$ cat src/rtl/gcd_pkg.sv
// Shared definitions for the GCD scheduler slice.
//   - default widths/limits used as parameter defaults
//   - controller state encoding (3-bit, fixed values so checkers can decode it)
package gcd_pkg;

    localparam int WIDTH_DEF   = 16;
    localparam int N_REQ_DEF   = 4;
    localparam int TIMEOUT_DEF = 64;

    typedef enum logic [2:0] {
        ST_IDLE   = 3'd0,
        ST_LOAD_A = 3'd1,
        ST_LOAD_B = 3'd2,
        ST_WAIT   = 3'd3,
        ST_BYPASS = 3'd4,
        ST_RESP   = 3'd5
    } state_t;

endpackage

$ cat src/rtl/gcd_scheduler_if.sv
// Bundle of client-side and engine-side signals of the GCD scheduler.
//   master : client logic + GCD engine (drives req/opa/opb, gcd_done/gcd_result)
//   slave  : the scheduler (drives responses, busy and the engine operand bus)
//
// Handshake: req[i] is a level raised by requester i and held, together with
// its opa/opb slices, until resp_valid[i] pulses for one cycle; that pulse
// carries resp_data/resp_err and completes the transaction. Dropping req[i]
// earlier does not cancel an operation already granted.
interface gcd_scheduler_if #(
    parameter int WIDTH = 16,
    parameter int N_REQ = 4
);
    logic [N_REQ-1:0]       req;
    logic [N_REQ*WIDTH-1:0] opa;
    logic [N_REQ*WIDTH-1:0] opb;
    logic [N_REQ-1:0]       resp_valid;
    logic [WIDTH-1:0]       resp_data;
    logic                   resp_err;
    logic                   busy;
    logic                   gcd_start;
    logic [WIDTH-1:0]       gcd_data;
    logic                   gcd_done;
    logic [WIDTH-1:0]       gcd_result;

    modport master (
        output req, opa, opb, gcd_done, gcd_result,
        input  resp_valid, resp_data, resp_err, busy, gcd_start, gcd_data
    );

    modport slave (
        input  req, opa, opb, gcd_done, gcd_result,
        output resp_valid, resp_data, resp_err, busy, gcd_start, gcd_data
    );
endinterface

$ cat src/rtl/gcd_rr_arbiter.sv
// Combinational round-robin search.
//   i_req       : request levels
//   i_rr_ptr    : index searched first
//   o_grant_idx : first set request at or after i_rr_ptr (with wrap)
//   o_any_req   : at least one request is set
module gcd_rr_arbiter #(
    parameter int  N_REQ = 4,
    localparam int IW    = (N_REQ > 1) ? $clog2(N_REQ) : 1
) (
    input  logic [N_REQ-1:0] i_req,
    input  logic [IW-1:0]    i_rr_ptr,
    output logic [IW-1:0]    o_grant_idx,
    output logic             o_any_req
);

    int w_idx;

    // Scan offsets from farthest to nearest so the nearest set request
    // is the last one written and therefore wins.
    always_comb begin
        o_grant_idx = '0;
        o_any_req   = 1'b0;
        w_idx       = 0;
        for (int k = N_REQ - 1; k >= 0; k--) begin
            w_idx = int'(i_rr_ptr) + k;
            if (w_idx >= N_REQ) begin
                w_idx = w_idx - N_REQ;
            end
            if (i_req[w_idx]) begin
                o_grant_idx = IW'(w_idx);
                o_any_req   = 1'b1;
            end
        end
    end

endmodule

$ cat src/rtl/gcd_scheduler.sv
// Shares one serial-operand GCD engine between N_REQ requesters.
//   i_clock : system clock, rising edge
//   i_reset : asynchronous active-high reset
//   bus     : gcd_scheduler_if.slave (requests/responses and engine bus)
//   o_state : current controller state, for observation
// Flow: IDLE grants round-robin and latches operands; zero operands take the
// BYPASS shortcut, otherwise LOAD_A (start + A), LOAD_B (B), WAIT for done or
// timeout; RESP pulses resp_valid to the granted requester for one cycle.
module gcd_scheduler
    import gcd_pkg::*;
#(
    parameter int  WIDTH   = WIDTH_DEF,
    parameter int  N_REQ   = N_REQ_DEF,
    parameter int  TIMEOUT = TIMEOUT_DEF,
    localparam int IW      = (N_REQ > 1) ? $clog2(N_REQ) : 1,
    localparam int CW      = $clog2(TIMEOUT + 1)
) (
    input  logic            i_clock,
    input  logic            i_reset,
    gcd_scheduler_if.slave  bus,
    output state_t          o_state
);

    state_t           r_state;
    state_t           w_next;
    logic [IW-1:0]    r_rr_ptr;
    logic [IW-1:0]    r_grant;
    logic [WIDTH-1:0] r_a;
    logic [WIDTH-1:0] r_b;
    logic [CW-1:0]    r_cnt;
    logic [WIDTH-1:0] r_result;
    logic             r_err;

    logic [IW-1:0]    w_grant;
    logic             w_any_req;
    logic [WIDTH-1:0] w_opa;
    logic [WIDTH-1:0] w_opb;
    logic             w_cnt_last;

    gcd_rr_arbiter #(.N_REQ(N_REQ)) u_arb (
        .i_req       (bus.req),
        .i_rr_ptr    (r_rr_ptr),
        .o_grant_idx (w_grant),
        .o_any_req   (w_any_req)
    );

    assign w_opa      = bus.opa[int'(w_grant)*WIDTH +: WIDTH];
    assign w_opb      = bus.opb[int'(w_grant)*WIDTH +: WIDTH];
    assign w_cnt_last = (r_cnt == CW'(TIMEOUT - 1));
    assign o_state    = r_state;

    always_ff @(posedge i_clock or posedge i_reset) begin
        if (i_reset) begin
            r_state <= ST_IDLE;
        end else begin
            r_state <= w_next;
        end
    end

    always_comb begin
        w_next = r_state;
        case (r_state)
            ST_IDLE: begin
                if (w_any_req) begin
                    w_next = (w_opa == '0 || w_opb == '0) ? ST_BYPASS : ST_LOAD_A;
                end
            end
            ST_LOAD_A: w_next = ST_LOAD_B;
            ST_LOAD_B: w_next = ST_WAIT;
            ST_WAIT: begin
                if (bus.gcd_done || w_cnt_last) begin
                    w_next = ST_RESP;
                end
            end
            ST_BYPASS: w_next = ST_RESP;
            ST_RESP:   w_next = ST_IDLE;
            default:   w_next = ST_IDLE;
        endcase
    end

    // Outputs are pure state decode of registered values, so reset clears
    // them (including gcd_start) without waiting for a clock edge.
    always_comb begin
        bus.resp_valid = '0;
        bus.resp_data  = '0;
        bus.resp_err   = 1'b0;
        bus.busy       = (r_state != ST_IDLE);
        bus.gcd_start  = 1'b0;
        bus.gcd_data   = '0;
        case (r_state)
            ST_LOAD_A: begin
                bus.gcd_start = 1'b1;
                bus.gcd_data  = r_a;
            end
            ST_LOAD_B, ST_WAIT: bus.gcd_data = r_b;
            ST_RESP: begin
                bus.resp_valid[r_grant] = 1'b1;
                bus.resp_data           = r_result;
                bus.resp_err            = r_err;
            end
            default: ;
        endcase
    end

    always_ff @(posedge i_clock or posedge i_reset) begin
        if (i_reset) begin
            r_rr_ptr <= '0;
            r_grant  <= '0;
            r_a      <= '0;
            r_b      <= '0;
            r_cnt    <= '0;
            r_result <= '0;
            r_err    <= 1'b0;
        end else begin
            case (r_state)
                ST_IDLE: begin
                    if (w_any_req) begin
                        r_grant <= w_grant;
                        r_a     <= w_opa;
                        r_b     <= w_opb;
                    end
                end
                ST_LOAD_B: r_cnt <= '0;
                ST_WAIT: begin
                    // done wins over a timeout reached in the same cycle
                    if (bus.gcd_done) begin
                        r_result <= bus.gcd_result;
                        r_err    <= 1'b0;
                    end else if (w_cnt_last) begin
                        r_result <= '0;
                        r_err    <= 1'b1;
                    end else begin
                        r_cnt <= r_cnt + CW'(1);
                    end
                end
                ST_BYPASS: begin
                    // one operand is zero, so A|B is the GCD
                    r_result <= r_a | r_b;
                    r_err    <= 1'b0;
                end
                ST_RESP: begin
                    if (int'(r_grant) == N_REQ - 1) begin
                        r_rr_ptr <= '0;
                    end else begin
                        r_rr_ptr <= r_grant + IW'(1);
                    end
                end
                default: ;
            endcase
        end
    end

endmodule

$ cat src/flat_wrapper.sv
// flat-port wrapper written by rule: the top's interface ports become plain ports
module gcd_scheduler_flat import gcd_pkg::*;
#(
    parameter int  WIDTH   = WIDTH_DEF,
    parameter int  N_REQ   = N_REQ_DEF,
    parameter int  TIMEOUT = TIMEOUT_DEF,
    localparam int IW      = (N_REQ > 1) ? $clog2(N_REQ) : 1,
    localparam int CW      = $clog2(TIMEOUT + 1)
)
  (i_clock, i_reset, o_state, bus_req, bus_opa, bus_opb, bus_gcd_done, bus_gcd_result, bus_resp_valid, bus_resp_data, bus_resp_err, bus_busy, bus_gcd_start, bus_gcd_data);
  gcd_scheduler_if #(.WIDTH(WIDTH), .N_REQ(N_REQ)) bus_i ();
  input  logic i_clock;
  input  logic i_reset;
  output state_t o_state;
  input wire logic [$bits(bus_i.req)-1:0] bus_req;
  input wire logic [$bits(bus_i.opa)-1:0] bus_opa;
  input wire logic [$bits(bus_i.opb)-1:0] bus_opb;
  input wire logic [$bits(bus_i.gcd_done)-1:0] bus_gcd_done;
  input wire logic [$bits(bus_i.gcd_result)-1:0] bus_gcd_result;
  output wire logic [$bits(bus_i.resp_valid)-1:0] bus_resp_valid;
  output wire logic [$bits(bus_i.resp_data)-1:0] bus_resp_data;
  output wire logic [$bits(bus_i.resp_err)-1:0] bus_resp_err;
  output wire logic [$bits(bus_i.busy)-1:0] bus_busy;
  output wire logic [$bits(bus_i.gcd_start)-1:0] bus_gcd_start;
  output wire logic [$bits(bus_i.gcd_data)-1:0] bus_gcd_data;
  assign bus_i.req = bus_req;
  assign bus_i.opa = bus_opa;
  assign bus_i.opb = bus_opb;
  assign bus_i.gcd_done = bus_gcd_done;
  assign bus_i.gcd_result = bus_gcd_result;
  assign bus_resp_valid = bus_i.resp_valid;
  assign bus_resp_data = bus_i.resp_data;
  assign bus_resp_err = bus_i.resp_err;
  assign bus_busy = bus_i.busy;
  assign bus_gcd_start = bus_i.gcd_start;
  assign bus_gcd_data = bus_i.gcd_data;
  gcd_scheduler #(.WIDTH(WIDTH), .N_REQ(N_REQ), .TIMEOUT(TIMEOUT)) u_core (.i_clock(i_clock), .i_reset(i_reset), .bus(bus_i), .o_state(o_state));
endmodule
$ cat config.mk
export PLATFORM = sky130hd
export DESIGN_NAME = gcd_scheduler_flat
export DESIGN_NICKNAME = d
export VERILOG_FILES = /design/src/rtl/gcd_pkg.sv /design/src/rtl/gcd_scheduler_if.sv /design/src/rtl/gcd_rr_arbiter.sv /design/src/rtl/gcd_scheduler.sv /design/src/flat_wrapper.sv
export SDC_FILE = /design/constraint.sdc
export NUM_CORES = 1
export LEC_CHECK = 0
export BUFFER_PORTS_ARGS = -buffer_cell sky130_fd_sc_hd__buf_2
export CAP_MARGIN = 0
export CORE_MARGIN = 1.5
export CORE_UTILIZATION = 44
export CTS_BUF_LIST = sky130_fd_sc_hd__clkbuf_4 sky130_fd_sc_hd__clkbuf_8
export DETAILED_ROUTE_END_ITERATION = 16
export HOLD_SLACK_MARGIN = 0.12
export PLACE_DENSITY_LB_ADDON = 0.1
export SYNTH_ARGS = -nofsm -noshare
export SYNTH_HDL_FRONTEND = slang
export SYNTH_SLANG_ARGS = --single-unit
$ cat constraint.sdc
create_clock -name i_clock -period 2.1 [get_ports i_clock]
set_input_delay 0.21 -clock i_clock [delete_from_list [all_inputs] [get_ports i_clock]]
set_output_delay 0.21 -clock i_clock [all_outputs]
set_load 0.01 [all_outputs]
==> impl_results.md, run 1 <==
* Status: finished with violations
* Failing checks: setup timing
* # rows at 35
* CP max stage delay at between 0.3 and 0.4 ns
* Clock transition at path regs at 0.07 ns
* Detailed Place HPWL at around 9800 um
* Full die area at 10100 sq um
* Die height at 100 um
* CTS root buffer: clkbuf_8
* Vias/cell at 5.26
* Kind of critical path: flip-flop to flip-flop
* Ys flop type: dfrtp_1
* Synthesized flop and latch total at 63
* Post-route cell area at 5900 sq um
* Setup tns final at -0.866 ns
* Average cell area after synthesis at 9.40 sq um
* Synth warn at 0
* FFs w/ async S/R, synth at 1.00
* CTS tree: done
* Setup violators final at 2
* Crit path cell chain: buf_4 -> a21oi_2 -> o22ai_4 -> buf_12 -> buf_12 -> buf_4 -> mux2i_1 -> mux2_4 -> nand4_1 -> nor4_4 -> nor3_1 -> or3_1
* Initial antenna violation count at 0
* First-pass GRT wire length at 20200 um
* RSZ-0062 raised after global routing: yes
* Worst Path Buf+Inv at 4
* Crit-path max FO at 6
* Cts bufs inserted at 9
* Diode count at 0
* H-tree levels at 3
* Slew HR at 0.630
* Core area at 9240 sq um
* Post-synthesis cell type count at 38
* Final setup margin at -0.471 ns
* Grt ovf at 0
* Layout cell share with drive strength beyond 1 at 0.459
* Post-synth EDFFs at 0
* Power Dens Cells at 1260 nW/um^2
* Area Overhead vs Synth at 41.2%
* Tmin final at 2.57 ns
* Final Wtd Congestion at 0.831
* Initial DRC Count at 141
* Number of max-cap violations at 0
* Die Wd at 100 um
* Final Non-Filler Cells at around 800
* Slowest CP cell: dfrtp_1
* Worst-margin pin slew at about 0.55 ns
* Critical path startpoint category: flip-flop
* Ports at 193
* Placed insts at 772
* Tot GR Track Use at 0.258
* Worst-Skew Late Latency at 0.33 ns
* Maximum buffer depth of the clock tree at 2
* Most frequent cells in the layout: 192 x buf_2, 63 x dfrtp_1, 62 x mux2i_1
* DR DRC count at 0
* CP arrival at 2.78 ns
* Critical path endpoint category: flip-flop
* Number of global-route vias before repair at 4081
* Area after DPL at about 5500 sq um
* Fmax at 389 MHz
* Synth Cell Area at 4180 sq um
* Family with the most delay on the worst path: simple AND/OR/NAND/NOR gates
* TritonRoute pass-1 iters at 4
* Slew Viols, Final at 0
* Worst Path Required at around 2.3 ns
* Initial core utilization at 0.453
* Antenna Nets Post-Route at 0
* Final hold viol count at 0
* Clk sink count at 63
* Avg WL per Cell at roughly 16 um
* Post-synth net total at 601
* Hold Crit Class: input port to flip-flop
* Nets at 818
* PortBufs at 192
* Max IR drop VDD at 0.575 mV
* Seq/Total Area, Yosys at 0.377
* Pleak at ~3.2 nW
* Final setup skew at 0.00983 ns
* Routed vias at 4180
* Largest net degree at the start of global routing at 67
* Total Wirelength at 12900 um
* Commonest non-fill, non-tap cell in the layout: buf_2
* Mapped Cells at around 450
* Post-route clock period utilization at 1.22
-- flip-flops by register name, indices dropped and copies added (netlist names) --
name,flops
u_core.o_state,3
u_core.r_grant,2
u_core.r_a,16
u_core.r_err,1
u_core.r_cnt,7
u_core.r_result,16
u_core.r_b,16
u_core.r_rr_ptr,2
-- kinds of logic after synthesis --
kind of cell	count (synthesis)	share of synthesized area
adders and majority gates	5	0.0150
AOI/OAI and AO/OA	95	0.141
muxes	100	0.250
xor gates and xnor gates	5	0.0105
DFF	63	0.377
buffers and inverters	42	0.0470
and+or+nand+nor	135	0.160
-- layout make-up --
cell class                      instances  area [sq um]
Fill cell                             834          3340
Multi-Input combinational cell        340          2500
Sequential cell                        63          1580
Timing Repair Buffer                  241          1470
Tap cell                              129           161
Clock buffer                           11           145
Inverter                                7          26.3
Clock inverter                          4          22.5
-- power breakdown --
part           switching [mW]  total, mW  internal, mW
sequential              0.420       2.21          1.79
combinational            2.20       4.33          2.13
clock                   0.453      0.913         0.461
-- through the flow --
step	setup WS, ns	util	total power, mW	hold slack [ns]
finish	-0.471	0.639	7.45	0.157
global route	-0.615	0.639	8.05	0.155
CTS	-0.486	0.624	7.28	0.149
detailed placement	-0.516	0.598	6.26	0.306
global placement	-0.371	0.598	6.15	0.304
floorplan	-0.200	-	4.73	0.386
-- layer usage --
metal / part of all wire / global-route usage / up-vias
met4: 0.020 / 0.0921 / 0
met3: 0.059 / 0.0388 / 16
met1: 0.44 / 0.342 / 1949
met2: 0.48 / 0.431 / 157
met5: 0 / 0 / -
li1: - / - / 2058
-- cell usage after synthesis (all sizes together), types with 3 or more instances --
cell	number	area, sq um
mux2i	65	651
dfrtp	63	1580
o21ai	51	255
nand2	39	146
mux2	35	394
nor2	29	109
clkbuf	25	97.6
and3	23	144
a22o	17	149
nand3	17	85.1
a31oi	16	100
buf	10	72.6
nand4	10	68.8
inv	7	26.3
ha	5	62.6
nor2b	5	31.3
xor2	4	35.0
a21oi	3	18.8
nor4	3	31.3
o22ai	3	18.8
or3	3	18.8
-- worst paths after layout --
path	start	endpoint	slack, ns	cells past startpoint
hold reg to reg	u_core.r_err$_DFFE_PP0P_	u_core.r_err$_DFFE_PP0P_	0.49	2
setup reg to reg	u_core.r_rr_ptr[0]$_DFFE_PP0P_	u_core.o_state[0]$_DFFE_PP0P_	-0.47	12
setup / recovery	u_core.r_rr_ptr[0]$_DFFE_PP0P_	u_core.o_state[0]$_DFFE_PP0P_	-0.47	12
hold / removal	bus_gcd_result[2]	u_core.r_result[2]$_DFFE_PP0P_	0.16	3
min in group asynchronous	i_reset	u_core.r_grant[0]$_DFFE_PP0P_	0.47	4
max in group asynchronous	i_reset	u_core.r_result[10]$_DFFE_PP0P_	1.31	4
-- tightest hold or removal path, delay by kind of cell --
kind	cells	cell delay, ns
buffers and inverters	1	0.10
AND/OR/NAND/NOR	1	0.07
AO/OA/AOI/OAI	1	0.07
-- timing repair --
item                                    CTS  global route
setup buffers                             2             3
endpoints found under the hold margin    63             0
hold buffers                              1             0
resized for setup                         2            22
cloned                                    1             1
endpoints found under the setup margin    2            37
pin swaps                                 2             8
Power figures use the tool's default switching activity.
==> run 2, diff against run 1 <==
--- a/config.mk
+++ b/config.mk
@@ -10,3 +10,3 @@
 export CORE_MARGIN = 1.5
-export CORE_UTILIZATION = 44
+export CORE_UTILIZATION = 40
 export CTS_BUF_LIST = sky130_fd_sc_hd__clkbuf_4 sky130_fd_sc_hd__clkbuf_8
@@ -15,2 +15,3 @@
 export PLACE_DENSITY_LB_ADDON = 0.1
+export REMOVE_ABC_BUFFERS = 1
 export SYNTH_ARGS = -nofsm -noshare
--- a/constraint.sdc
+++ b/constraint.sdc
@@ -3,2 +3,2 @@
 set_output_delay 0.21 -clock i_clock [all_outputs]
-set_load 0.01 [all_outputs]
+set_load 0.02 [all_outputs]
==> run 2 against run 1 <==
Compared with the run above: the run still ends with setup timing left; hold slack worse by 0.021 ns; final cell count grew 1.6%; die area grew 9.7%; combinational power increased by 14%; global-route usage decreased by 0.80 points; sequential power barely moved.
==> impl_results.md, run 2 (synthesized netlist as in run 1, its figures left out) <==
* Number of global-route vias before repair at 4330 (was 4081)
* Slew HR at 0.666 (was 0.630)
* Power Dens Cells at 1370 nW/um^2 (was 1260 nW/um^2)
* Setup violators final at 2 (unchanged)
* Max IR drop VDD at 0.590 mV (was 0.575 mV)
* First-pass GRT wire length at 21500 um (was 20200 um)
* Slowest CP cell: dfrtp_1 (unchanged)
* Comb power frac at 0.580 (about the same)
* Antenna Nets Post-Route at 0 (unchanged)
* Post-route clock period utilization at 1.22 (about the same)
* Int Power at 5.00 mW (was 4.38 mW)
* Initial antenna violation count at 0 (unchanged)
* Fin util at 0.608 (was 0.639)
* Layout cell share with drive strength beyond 1 at 0.467 (was 0.459)
* Most frequent cells in the layout: 192 x buf_2, 65 x mux2i_1, 63 x dfrtp_1 (was 192 x buf_2, 63 x dfrtp_1, 62 x mux2i_1)
* CP arrival at 2.79 ns (was 2.78 ns)
* Final setup skew at 0.0123 ns (was 0.00983 ns)
* Placed insts at 773 (was 772)
* Nets at 823 (was 818)
* CTS root buffer: clkbuf_8 (unchanged)
* Largest regs: u_core.r_a: 16 flops, u_core.r_b: 16 flops, u_core.r_result: 16 flops (unchanged)
* Grt ovf at 0 (unchanged)
* H-tree levels at 3 (unchanged)
* Cts bufs inserted at 9 (unchanged)
* Vias/cell at 5.23 (was 5.26)
* Worst slack on hold paths at 0.136 ns (was 0.157 ns)
* Final Wtd Congestion at 0.868 (was 0.831)
* Slew Viols, Final at 0 (unchanged)
* Area Overhead vs Synth at 48.7% (was 41.2%)
* Initial core utilization at 0.409 (was 0.453)
* Diode count at 0 (unchanged)
* Final setup margin at -0.464 ns (was -0.471 ns)
* Core area at 10200 sq um (was 9240 sq um)
* Tmin final at 2.56 ns (was 2.57 ns)
* PortBufs at 192 (unchanged)
* Initial DRC Count at 188 (was 141)
* Switching Power at 3.52 mW (was 3.07 mW)
* Hold Crit Class: input port to flip-flop (unchanged)
* Critical path endpoint category: flip-flop (unchanged)
* Clock share of power at 0.160 (was 0.123)
* RSZ-0062 raised after global routing: yes (unchanged)
* Worst-margin pin slew at 0.501 ns (was 0.553 ns)
* Clk sink count at 63 (unchanged)
* Power Total at 8.51 mW (was 7.45 mW)
* Crit-path max FO at 7 (was 6)
* Commonest non-fill, non-tap cell in the layout: buf_2 (unchanged)
* # rows at 37 (was 35)
* Largest net degree at the start of global routing at 43 (was 67)
* Critical path startpoint category: flip-flop (unchanged)
* Detailed Place HPWL at 9510 um (was 9790 um)
* Number of fill cells at 946 (was 834)
* Ports at 193 (unchanged)
* Total Wirelength at 13600 um (was 12900 um)
* Die Wd at 105 um (was 100 um)
* Die height at 105 um (was 100 um)
* Setup tns final at -0.899 ns (was -0.866 ns)
* Routed vias at 4222 (was 4180)
* Status: finished with violations (unchanged)
* Pleak at 3.36 nW (was 3.21 nW)
* Failing checks: setup timing (unchanged)
* Kind of critical path: flip-flop to flip-flop (unchanged)
* Worst-Skew Late Latency at 0.34 ns (was 0.33 ns)
* Crit path cell chain: nor2b_2 -> nor2_2 -> o22ai_4 -> buf_12 -> buf_16 -> buf_6 -> mux2i_1 -> mux2_4 -> nand4_1 -> nor4_4 -> nor3_1 -> or3_1 (was buf_4 -> a21oi_2 -> o22ai_4 -> buf_12 -> buf_12 -> buf_4 -> mux2i_1 -> mux2_4 -> nand4_1 -> nor4_4 -> nor3_1 -> or3_1)
* Clock transition at path regs at 0.08 ns (was 0.07 ns)
* Final hold viol count at 0 (unchanged)
* TritonRoute pass-1 iters at 4 (unchanged)
* Number of max-cap violations at 0 (unchanged)
* Worst Path Required at 2.32 ns (was 2.31 ns)
* Sequential power share at 0.261 (was 0.297)
* Fmax at 390 MHz (was 389 MHz)
* Final Non-Filler Cells at 808 (was 795)
* Avg WL per Cell at 16.8 um (was 16.2 um)
* Maximum buffer depth of the clock tree at 2 (unchanged)
* Full die area at 11100 sq um (was 10100 sq um)
* Tot GR Track Use at 0.250 (was 0.258)
* DR DRC count at 0 (unchanged)
* Sw Ratio at 0.413 (was 0.412)
* CTS tree: done (unchanged)
* CP max stage delay at 0.39 ns (about the same)
[run 2: what timing repair did]
item                       CTS  global route
hold buffers                 1             0
pin swaps                   12             4
buffers inserted            11             1
cloned                       6             0
setup endpoints to repair    3            31
hold endpoints to repair    19             0
gates resized for setup     24             9
[run 2: critical path: cells and delay by family (launching register included)]
family | cells | cell delay (ns)
buf+inv | 3 | 0.41
compound gates | 1 | 0.18
mux | 2 | 0.35
simple gates | 6 | 1.09
flops | 1 | 0.39
[run 2: through the flow]
stage | instance area, sq um | worst slack, ns
finish | 6220 | -0.464
global route | 6220 | -0.602
CTS | 6170 | -0.414
detailed placement | 5510 | -0.515
global placement | 5510 | -0.426
floorplan | 4010 | -4.51
[run 2: per-layer routing]
metal | GRT usage | routed length, um | vias to the layer above
li1 | - | - | 2057
met1 | 0.296 | 5540 | 1973
met2 | 0.448 | 6870 | 169
met3 | 0.0581 | 899 | 23
met4 | 0.0753 | 275 | 0
met5 | 0 | 0 | -
[run 2: path summary, 6_finish.rpt]
path                       slack (ns)                              to                           start  cells after the start
max                             -0.46   u_core.o_state[0]$_DFFE_PP0P_  u_core.r_rr_ptr[0]$_DFFE_PP0P_                     12
min                              0.14  u_core.r_result[9]$_DFFE_PP0P_               bus_gcd_result[9]                      3
max reg2reg                     -0.46   u_core.o_state[0]$_DFFE_PP0P_  u_core.r_rr_ptr[0]$_DFFE_PP0P_                     12
min reg2reg                      0.50        u_core.r_err$_DFFE_PP0P_        u_core.r_err$_DFFE_PP0P_                      2
max in group asynchronous        1.00  u_core.r_result[5]$_DFFE_PP0P_                         i_reset                      4
min in group asynchronous        0.44  u_core.r_rr_ptr[0]$_DFFE_PP0P_                         i_reset                      3
[run 2: layout make-up]
class                      count  area (sq um)  area share
multi-input combinational    340          2530       0.407
timing repair buffer         246          1660       0.267
sequential                    63          1580       0.254
tap                          136           170      0.0274
clock buffer                  10           138      0.0221
clock inverter                 6           116      0.0187
inverter                       7          26.3     0.00423
[run 2: power by group through the flow]
stage	Clock (mW)	Sequential, mW	Combinational (mW)
global placement	0	2.19	4.16
detailed placement	0	2.23	4.22
CTS	1.37	2.21	4.88
global route	1.43	2.30	5.36
floorplan	0	2.18	2.62
finish	1.36	2.22	4.94
